`config.mk`:
```
export PLATFORM = sky130hd
export DESIGN_NAME = dram_port_arbiter
export DESIGN_NICKNAME = d
export VERILOG_FILES = /design/src/rtl/dram_arb_pkg.sv /design/src/rtl/dram_arb_rr_pick.sv /design/src/rtl/dram_port_arbiter.sv
export SDC_FILE = /design/constraint.sdc
export NUM_CORES = 1
export LEC_CHECK = 0
export BUFFER_PORTS_ARGS = -buffer_cell sky130_fd_sc_hd__buf_2
export CORE_UTILIZATION = 43
export CTS_CLUSTER_SIZE = 8
export DETAILED_ROUTE_END_ITERATION = 10
export PLACE_DENSITY = 0.82
export SKIP_LAST_GASP = 1
export SYNTH_ARGS = -nofsm -noshare
export SYNTH_HDL_FRONTEND = slang
export SYNTH_HIERARCHICAL = 1
export SYNTH_SLANG_ARGS = --single-unit
```
`constraint.sdc`:
```
create_clock -name clk -period 1.9 [get_ports clk]
set_input_delay 0 -clock clk [delete_from_list [all_inputs] [get_ports clk]]
set_output_delay 0 -clock clk [all_outputs]
set_load 0.1 [all_outputs]
```
`src/rtl/dram_arb_pkg.sv`:
```
// Shared types and constants for the two-requester DRAM port arbiter.
package dram_arb_pkg;

  typedef enum logic [1:0] {
    IDLE  = 2'd0,
    ISSUE = 2'd1,
    WAIT  = 2'd2
  } state_t;

  typedef logic req_id_t;

  localparam logic [31:0] TIMEOUT_RDATA          = 32'hDEAD_BEEF;
  localparam int          DEFAULT_TIMEOUT_CYCLES = 1024;

endpackage

```
`src/rtl/dram_arb_rr_pick.sv`:
```
// Combinational 2-way round-robin selector: on a tie the requester that
// did not win last time is chosen.
module dram_arb_rr_pick
  import dram_arb_pkg::*;
(
  input  logic    valid0,
  input  logic    valid1,
  input  req_id_t last_grant,
  output req_id_t winner,
  output logic    any_valid
);

  assign any_valid = valid0 | valid1;
  assign winner    = (valid0 & valid1) ? ~last_grant : valid1;

endmodule

```
`src/rtl/dram_port_arbiter.sv`:
```
// Shares one external DRAM port between the core memory controller (0) and an
// auxiliary master (1). Optional ack watchdog enabled by DRAM_ARB_TIMEOUT_EN.
module dram_port_arbiter
  import dram_arb_pkg::*;
#(
  parameter int ADDR_W = 24,
  parameter int DATA_W = 32
`ifdef DRAM_ARB_TIMEOUT_EN
  , parameter int TIMEOUT_CYCLES = DEFAULT_TIMEOUT_CYCLES
`endif
) (
  input  logic                  clk,
  input  logic                  sync_reset,
  input  logic                  req0_valid,
  input  logic                  req0_we,
  input  logic [ADDR_W-1:0]     req0_addr,
  input  logic [DATA_W/8-1:0]   req0_be,
  input  logic [DATA_W-1:0]     req0_wdata,
  output logic                  req0_ack,
  input  logic                  req1_valid,
  input  logic                  req1_we,
  input  logic [ADDR_W-1:0]     req1_addr,
  input  logic [DATA_W/8-1:0]   req1_be,
  input  logic [DATA_W-1:0]     req1_wdata,
  output logic                  req1_ack,
  output logic [DATA_W-1:0]     rsp_rdata,
  output logic [ADDR_W-1:0]     dram_mem_addr,
  output logic                  dram_mem_read_en,
  output logic                  dram_mem_write_en,
  output logic [DATA_W/8-1:0]   dram_mem_byte_enable,
  output logic [DATA_W-1:0]     dram_mem_write_data,
  input  logic                  dram_ack,
  input  logic [DATA_W-1:0]     dram_mem_read_data,
  output logic                  busy,
  output logic                  grant_id,
  output logic                  timeout_err
);

  localparam int BE_W = DATA_W / 8;

  // Handshake: reqN_valid is a level held until the one-cycle reqN_ack; the
  // requester drops valid in the ack cycle or it is taken as a new command.
  state_t  state;
  req_id_t last_grant;
  logic    cur_we;
  logic    timeout_hit;

  req_id_t            pick_id;
  logic               any_valid;
  logic               win_we;
  logic [ADDR_W-1:0]  win_addr;
  logic [BE_W-1:0]    win_be;
  logic [DATA_W-1:0]  win_wdata;

  dram_arb_rr_pick u_pick (
    .valid0     (req0_valid),
    .valid1     (req1_valid),
    .last_grant (last_grant),
    .winner     (pick_id),
    .any_valid  (any_valid)
  );

  always_comb begin
    win_we    = req0_we;
    win_addr  = req0_addr;
    win_be    = req0_be;
    win_wdata = req0_wdata;
    if (pick_id) begin
      win_we    = req1_we;
      win_addr  = req1_addr;
      win_be    = req1_be;
      win_wdata = req1_wdata;
    end
  end

  always_ff @(posedge clk) begin
    if (sync_reset) begin
      state                <= IDLE;
      last_grant           <= 1'b1;
      cur_we               <= 1'b0;
      grant_id             <= 1'b0;
      busy                 <= 1'b0;
      req0_ack             <= 1'b0;
      req1_ack             <= 1'b0;
      rsp_rdata            <= '0;
      dram_mem_addr        <= '0;
      dram_mem_read_en     <= 1'b0;
      dram_mem_write_en    <= 1'b0;
      dram_mem_byte_enable <= '0;
      dram_mem_write_data  <= '0;
    end else begin
      dram_mem_read_en  <= 1'b0;
      dram_mem_write_en <= 1'b0;
      req0_ack          <= 1'b0;
      req1_ack          <= 1'b0;
      case (state)
        IDLE: begin
          // A dram_ack arriving here is stale and deliberately ignored.
          if (any_valid) begin
            grant_id             <= pick_id;
            cur_we               <= win_we;
            dram_mem_addr        <= win_addr;
            dram_mem_byte_enable <= win_we ? win_be : '1;
            dram_mem_write_data  <= win_wdata;
            dram_mem_read_en     <= ~win_we;
            dram_mem_write_en    <= win_we;
            busy                 <= 1'b1;
            state                <= ISSUE;
          end
        end
        ISSUE, WAIT: begin
          if (dram_ack || timeout_hit) begin
            req0_ack   <= ~grant_id;
            req1_ack   <= grant_id;
            rsp_rdata  <= timeout_hit ? DATA_W'(TIMEOUT_RDATA)
                                      : (cur_we ? '0 : dram_mem_read_data);
            last_grant <= grant_id;
            busy       <= 1'b0;
            state      <= IDLE;
          end else begin
            state <= WAIT;
          end
        end
        default: begin
          busy  <= 1'b0;
          state <= IDLE;
        end
      endcase
    end
  end

`ifdef DRAM_ARB_TIMEOUT_EN
  localparam int CNT_W = (TIMEOUT_CYCLES > 2) ? $clog2(TIMEOUT_CYCLES) : 1;

  logic [CNT_W-1:0] wait_cnt;
  logic             timeout_flag;

  assign timeout_hit = (state == WAIT) && !dram_ack &&
                       (wait_cnt == CNT_W'(TIMEOUT_CYCLES - 1));
  assign timeout_err = timeout_flag;

  // Count starts at 0 in the first WAIT cycle.
  always_ff @(posedge clk) begin
    if (sync_reset) begin
      wait_cnt     <= '0;
      timeout_flag <= 1'b0;
    end else begin
      if (state == ISSUE)
        wait_cnt <= '0;
      else if (state == WAIT)
        wait_cnt <= wait_cnt + 1'b1;
      if (timeout_hit)
        timeout_flag <= 1'b1;
    end
  end
`else
  assign timeout_hit = 1'b0;
  assign timeout_err = 1'b0;
`endif

endmodule
```
Word-level counts from Yosys, hierarchy flattened. Cells that the tools add are included.

Memories: 0. ROM bits: 0. RAM bits: 0. Register bits: 102. Word-level logic and storage cells: 46. Output and inout port bits: 99. Bits in latches: 0.

Shift operators: 0. Add/sub/neg operators: 0. $mul: 0. Reduce and logical (&&, ||, !) cells: 7. Order comparisons: 0. Divide/modulo/power cells: 0. Multiplexer cells: 13. Bitwise logic cells: 9. Equal/unequal tests: 4.

Operator list (count): two-way mux 32 bit (2); two-way mux 24 bit (1); two-way mux 4 bit (2); NOT 1 bit (7); AND reduction 2 bit (3); OR reduction 3 bit (2); two-way mux 1 bit (4); two-way mux 2 bit (2); inequality test 2 bit (second input constant) (2); one-hot mux 2 bit (2 select lines) (1); == test 2 x 1 -> 1 bit (second input constant) (1); == test 2 bit (second input constant) (1); zero test 2 bit (1); one-hot mux 1 bit (2 select lines) (1); OR reduction 2 bit (1); bitwise AND 1 bit (1); bitwise OR 1 bit (1).

Logic depth before layout (Yosys ltp).
Word-level depth: 4. Gate-level depth with buffers: 7. Gate-level depth less buffers: 5.

By module. Netlist, hierarchy kept.

By module, submodules not included: dram_port_arbiter (cells an instance 385, seq. area each 2042.0 sq um, instances 1, area each 4279.1 sq um); dram_arb_rr_pick (cells an instance 2, seq. area each 0.0 sq um, instances 1, area each 13.8 sq um).

Worst setup path after synthesis. OpenSTA, ideal clock, no wires.

Path type: register -> register. Start point: register state[0]. End point: register rsp_rdata[10]. Cell stages (with the launch flop): 6. Arrival: 1.308 ns. Data required time: 1.838 ns. Period minus slack after synthesis: 1.370 ns. Setup slack: 0.530 ns. Cells stage by stage: dfxtp_1 -> inv_1 -> ha_1 -> a21oi_2 -> buf_2 -> a22o_1.

Longest elaborated chain between the ends: 3. Elaborated cells between the ends (all ways): 4.

Ends and longest elaborated chain: start, declared (line dram_port_arbiter.sv:43) `state_t state;`; start signal, assigned (line dram_port_arbiter.sv:78) `state <= IDLE;`; start signal, assigned (line dram_port_arbiter.sv:108) `state <= ISSUE;`; start signal, assigned (line dram_port_arbiter.sv:119) `state <= IDLE;`; == test 2 x 1 -> 1 bit / == test 2 bit (equally long branches) (line dram_port_arbiter.sv:96) `case (state)`; OR reduction 2 bit (*) (line dram_port_arbiter.sv:96); AND reduction 2 bit (no line) (*); end signal, assigned (line dram_port_arbiter.sv:115) `rsp_rdata <= timeout_hit ? DATA_W'(TIMEOUT_RDATA)`; end, declared (line dram_port_arbiter.sv:26) `output logic [DATA_W-1:0] rsp_rdata,`.

Mark *: on every way between the ends. The rest lies on a longest branch, timed or not. A chain may end at the register's enable or synchronous reset.

Worst setup path in the final report.
Start point: register state[1]. End point: register last_grant.

Longest elaborated chain between the ends: 3. Elaborated cells between the ends (all ways): 4.

Ends and longest elaborated chain: == test 2 x 1 -> 1 bit / == test 2 bit (equally long branches) (line dram_port_arbiter.sv:96); OR reduction 2 bit (*) (line dram_port_arbiter.sv:96); AND reduction 2 bit (no line) (*); end signal, assigned (line dram_port_arbiter.sv:117) `last_grant <= grant_id;`; end, declared (line dram_port_arbiter.sv:44) `req_id_t last_grant;`.

Marked as above.

==> impl_metrics.toml <==
[placed_design]
pre_cts_slack_ns = 0.304
place_hpwl_um = 8310
placed_cell_area_um2 = 5650
place_congestion = 0.741
dp_cells = 750
io_buffers = 256

[global_routing]
track_usage_pct = 24.0
antenna_found_initial = 0
grt_pass1_vias = 4193
overflow = 0
grt_max_degree = 68
grt_pass1_wl_um = 19300

[routing]
post_drt_via_cell_ratio = 4.98
drt-initial-drc-count = 97
ant_nets = 0
wl_um = 13100
drcViolationCount = 0
vias = 4210
first_pass_iters = 5
wire_per_inst_um = 15.5

[floorplan]
initial_utilization_pct = 44.1
rows = 36
ios = 258
die_area_um2 = 10400
die_x_um = 102
die_y_um = 102
coreArea_um2 = 9730

[worst_hold_path]
worstHoldPathType = "primary input to flop"

[yosys]
yosysSeqAreaShare_pct = 47.6
netlist-cell-type-count = 26
ys.warnings.count = 6
synth_fp_nets = 549
synthMuxAreaShare_pct = 14.8
synth_area_per_cell_um2 = 11.1
synthSimpleGateAreaFrac_pct = 7.81
synth_compound_area_share_pct = 23.2
yosys_register_bits = 102
synthCells = 387
yosys.area_share.xor_xnor_pct = 0
synthesis.area_um2 = 4290
synth_fa_ha_area_share_pct = 0.874
synth_top_family_by_area = "compound AO/OA/AOI/OAI gates"

[clock_tree]
clk_pin_slew_ns = 0.11
cts_tree = "built"
cts.sinks = 102
clock_latency_ns = 0.36
clk_root_buffer_cell = "clkbuf_8"
cts_made_buffers = 9
cts_buffer_depth = 2
h-tree-depth = 3

[timing]
setup_slack_ns = 0.0746
slew_headroom_pct = 65.8
finClkSkew_ns = 0.0120
hold_viol = 0
min_period_ns = 1.83
fin_tns_setup_ns = 0
rsz0062_at_grt = "yes"
finalCritPeriodShare_pct = 96.1
setup_viol = 0
fmax_mhz = 548
worstMarginPinSlew_ns = 0.517
finalMaxSlewViolations = 0

[critical_path]
critPathBufInv = 2
cp_data_required_time_ns = 2.14
cp-start-kind = "flop"
critPathArrivalTime_ns = 2.06
critPathMaxStageDelay_ns = 0.57
critical_path.max_fanout = 4
crit_type = "flop to flop"
slowest_stage = "dlygate4sd3_1"
path_cells = "inv_1 > ha_2 > nand3b_4 > dlygate4sd3_1 > nor2_1 > a21oi_1"
cp-end-kind = "flop"
cp_top_family = "buffers and inverters"

[layout]
final_nets = 869
syn2layout_area_growth_pct = 55.1
layout-drive-gt1-share_pct = 47.2
stdcell_count = 846
final_common_cell = "buf_2"
final_cell_mix = "buf_2, dfxtp_1, dlygate4sd3_1"
postLayoutCellArea_um2 = 6660

[outcome]
status = "finished clean"

[power]
power.density_nw_per_um2 = 1060
leakagePower_nw = 3.19
ir_drop_uv = 609

[run]
max_cap_violations = 0
[registers in the layout, summed over array words and instances, names as in the netlist]
register,flops
dram_mem_byte_enable,4
dram_mem_write_en,1
dram_mem_read_en,1
req0_ack,1
cur_we,1
rsp_rdata,32
dram_mem_addr,24
req1_ack,1
last_grant,1
grant_id,1
state,2
dram_mem_write_data,32
busy,1
[area by class of cell]
type                    instances  area [µm²]
repair buffers                344        2200
inverters                       5        18.8
flip-flops and latches        102        2040
fillers                       735        3070
clock buffers                  10         138
well taps                     133         166
diodes                          1        2.50
clock inverters                 6        63.8
multi-input cells             245        2020
[cell families (layout without fill, tap and decap cells)]
family / count (synthesis) / in the layout
AO/OA/AOI/OAI: 99 / 99
adder cells (fa/ha/maj): 3 / 3
buffers and inverters: 40 / 365
flip-flops: 102 / 102
multiplexers: 63 / 63
other: 1 / 2
AND/OR/NAND/NOR: 79 / 79
[through the flow]
stage / util (%) / power (mW) / hold slack (ns)
floorplan: - / 5.07 / 0.126
global placement: 58.1 / 5.54 / 0.210
detailed placement: 58.1 / 5.61 / 0.217
CTS: 68.0 / 7.10 / 0.00150
global route: 68.4 / 7.38 / 0.00561
finish: 68.4 / 7.08 / 0.0170
[per-layer routing]
layer	part of all wire (%)	vias to the layer above	track usage, %
li1	-	2033	-
met1	38	1962	24.9
met2	54	181	46.6
met3	5.0	34	5.61
met4	2.7	0	9.12
met5	0	-	0
[what timing repair did]
| item | CTS | global route |
|---|---|---|
| gates resized for setup | 0 | 1 |
| setup endpoints to repair | 0 | 2 |
| setup buffers | 0 | 2 |
| hold endpoints to repair | 58 | 0 |
| hold buffers | 76 | 0 |
[power by group]
part	total, mW	switching [mW]	internal, mW
combinational	3.20	2.44	0.761
sequential	2.52	0.131	2.39
clock	1.36	0.807	0.550
total	7.08	3.38	3.70
[worst paths after layout]
path	slack (ns)	start	endpoint	cells past startpoint
min reg2reg	0.48	grant_id$_SDFFE_PP0P_	req1_ack$_SDFF_PP0_	2
max	0.07	state[1]$_SDFFE_PP0P_	last_grant$_SDFFE_PP1P_	6
max reg2reg	0.07	state[1]$_SDFFE_PP0P_	last_grant$_SDFFE_PP1P_	6
min	0.02	req0_wdata[24]	dram_mem_write_data[24]$_SDFFE_PP0P_	3
[worst register-to-register path, stage by stage, from the launching register on]
cell	delay, ns
dfxtp_1	0.38
inv_1	0.09
ha_2	0.39
nand3b_4	0.09
dlygate4sd3_1	0.57
nor2_1	0.13
a21oi_1	0.06
[cells in the mapped netlist]
master    number  area, µm²
a211oi_1      17        128
a211oi_2      44        551
a21boi_1       1       7.51
a21oi_1        4       20.0
a21oi_2        1       8.76
a22o_1        32        280
and2_1         1       6.26
and2_4         1       8.76
buf_2         12       60.1
buf_4         19        143
buf_6          1       11.3
clkbuf_1       3       11.3
conb_1         1       3.75
dfxtp_1      102       2040
ha_1           3       37.5
inv_1          5       18.8
mux2_4         1       15.0
mux2i_1       62        621
nand2_1        5       18.8
nand2b_1       2       12.5
nand3b_4       1       20.0
nor2_1        65        244
nor2_2         1       6.26
nor3_1         1       5.00
nor3b_1        1       7.51
or2_1          1       6.26
No activity file was read; power rests on OpenSTA's default activity.
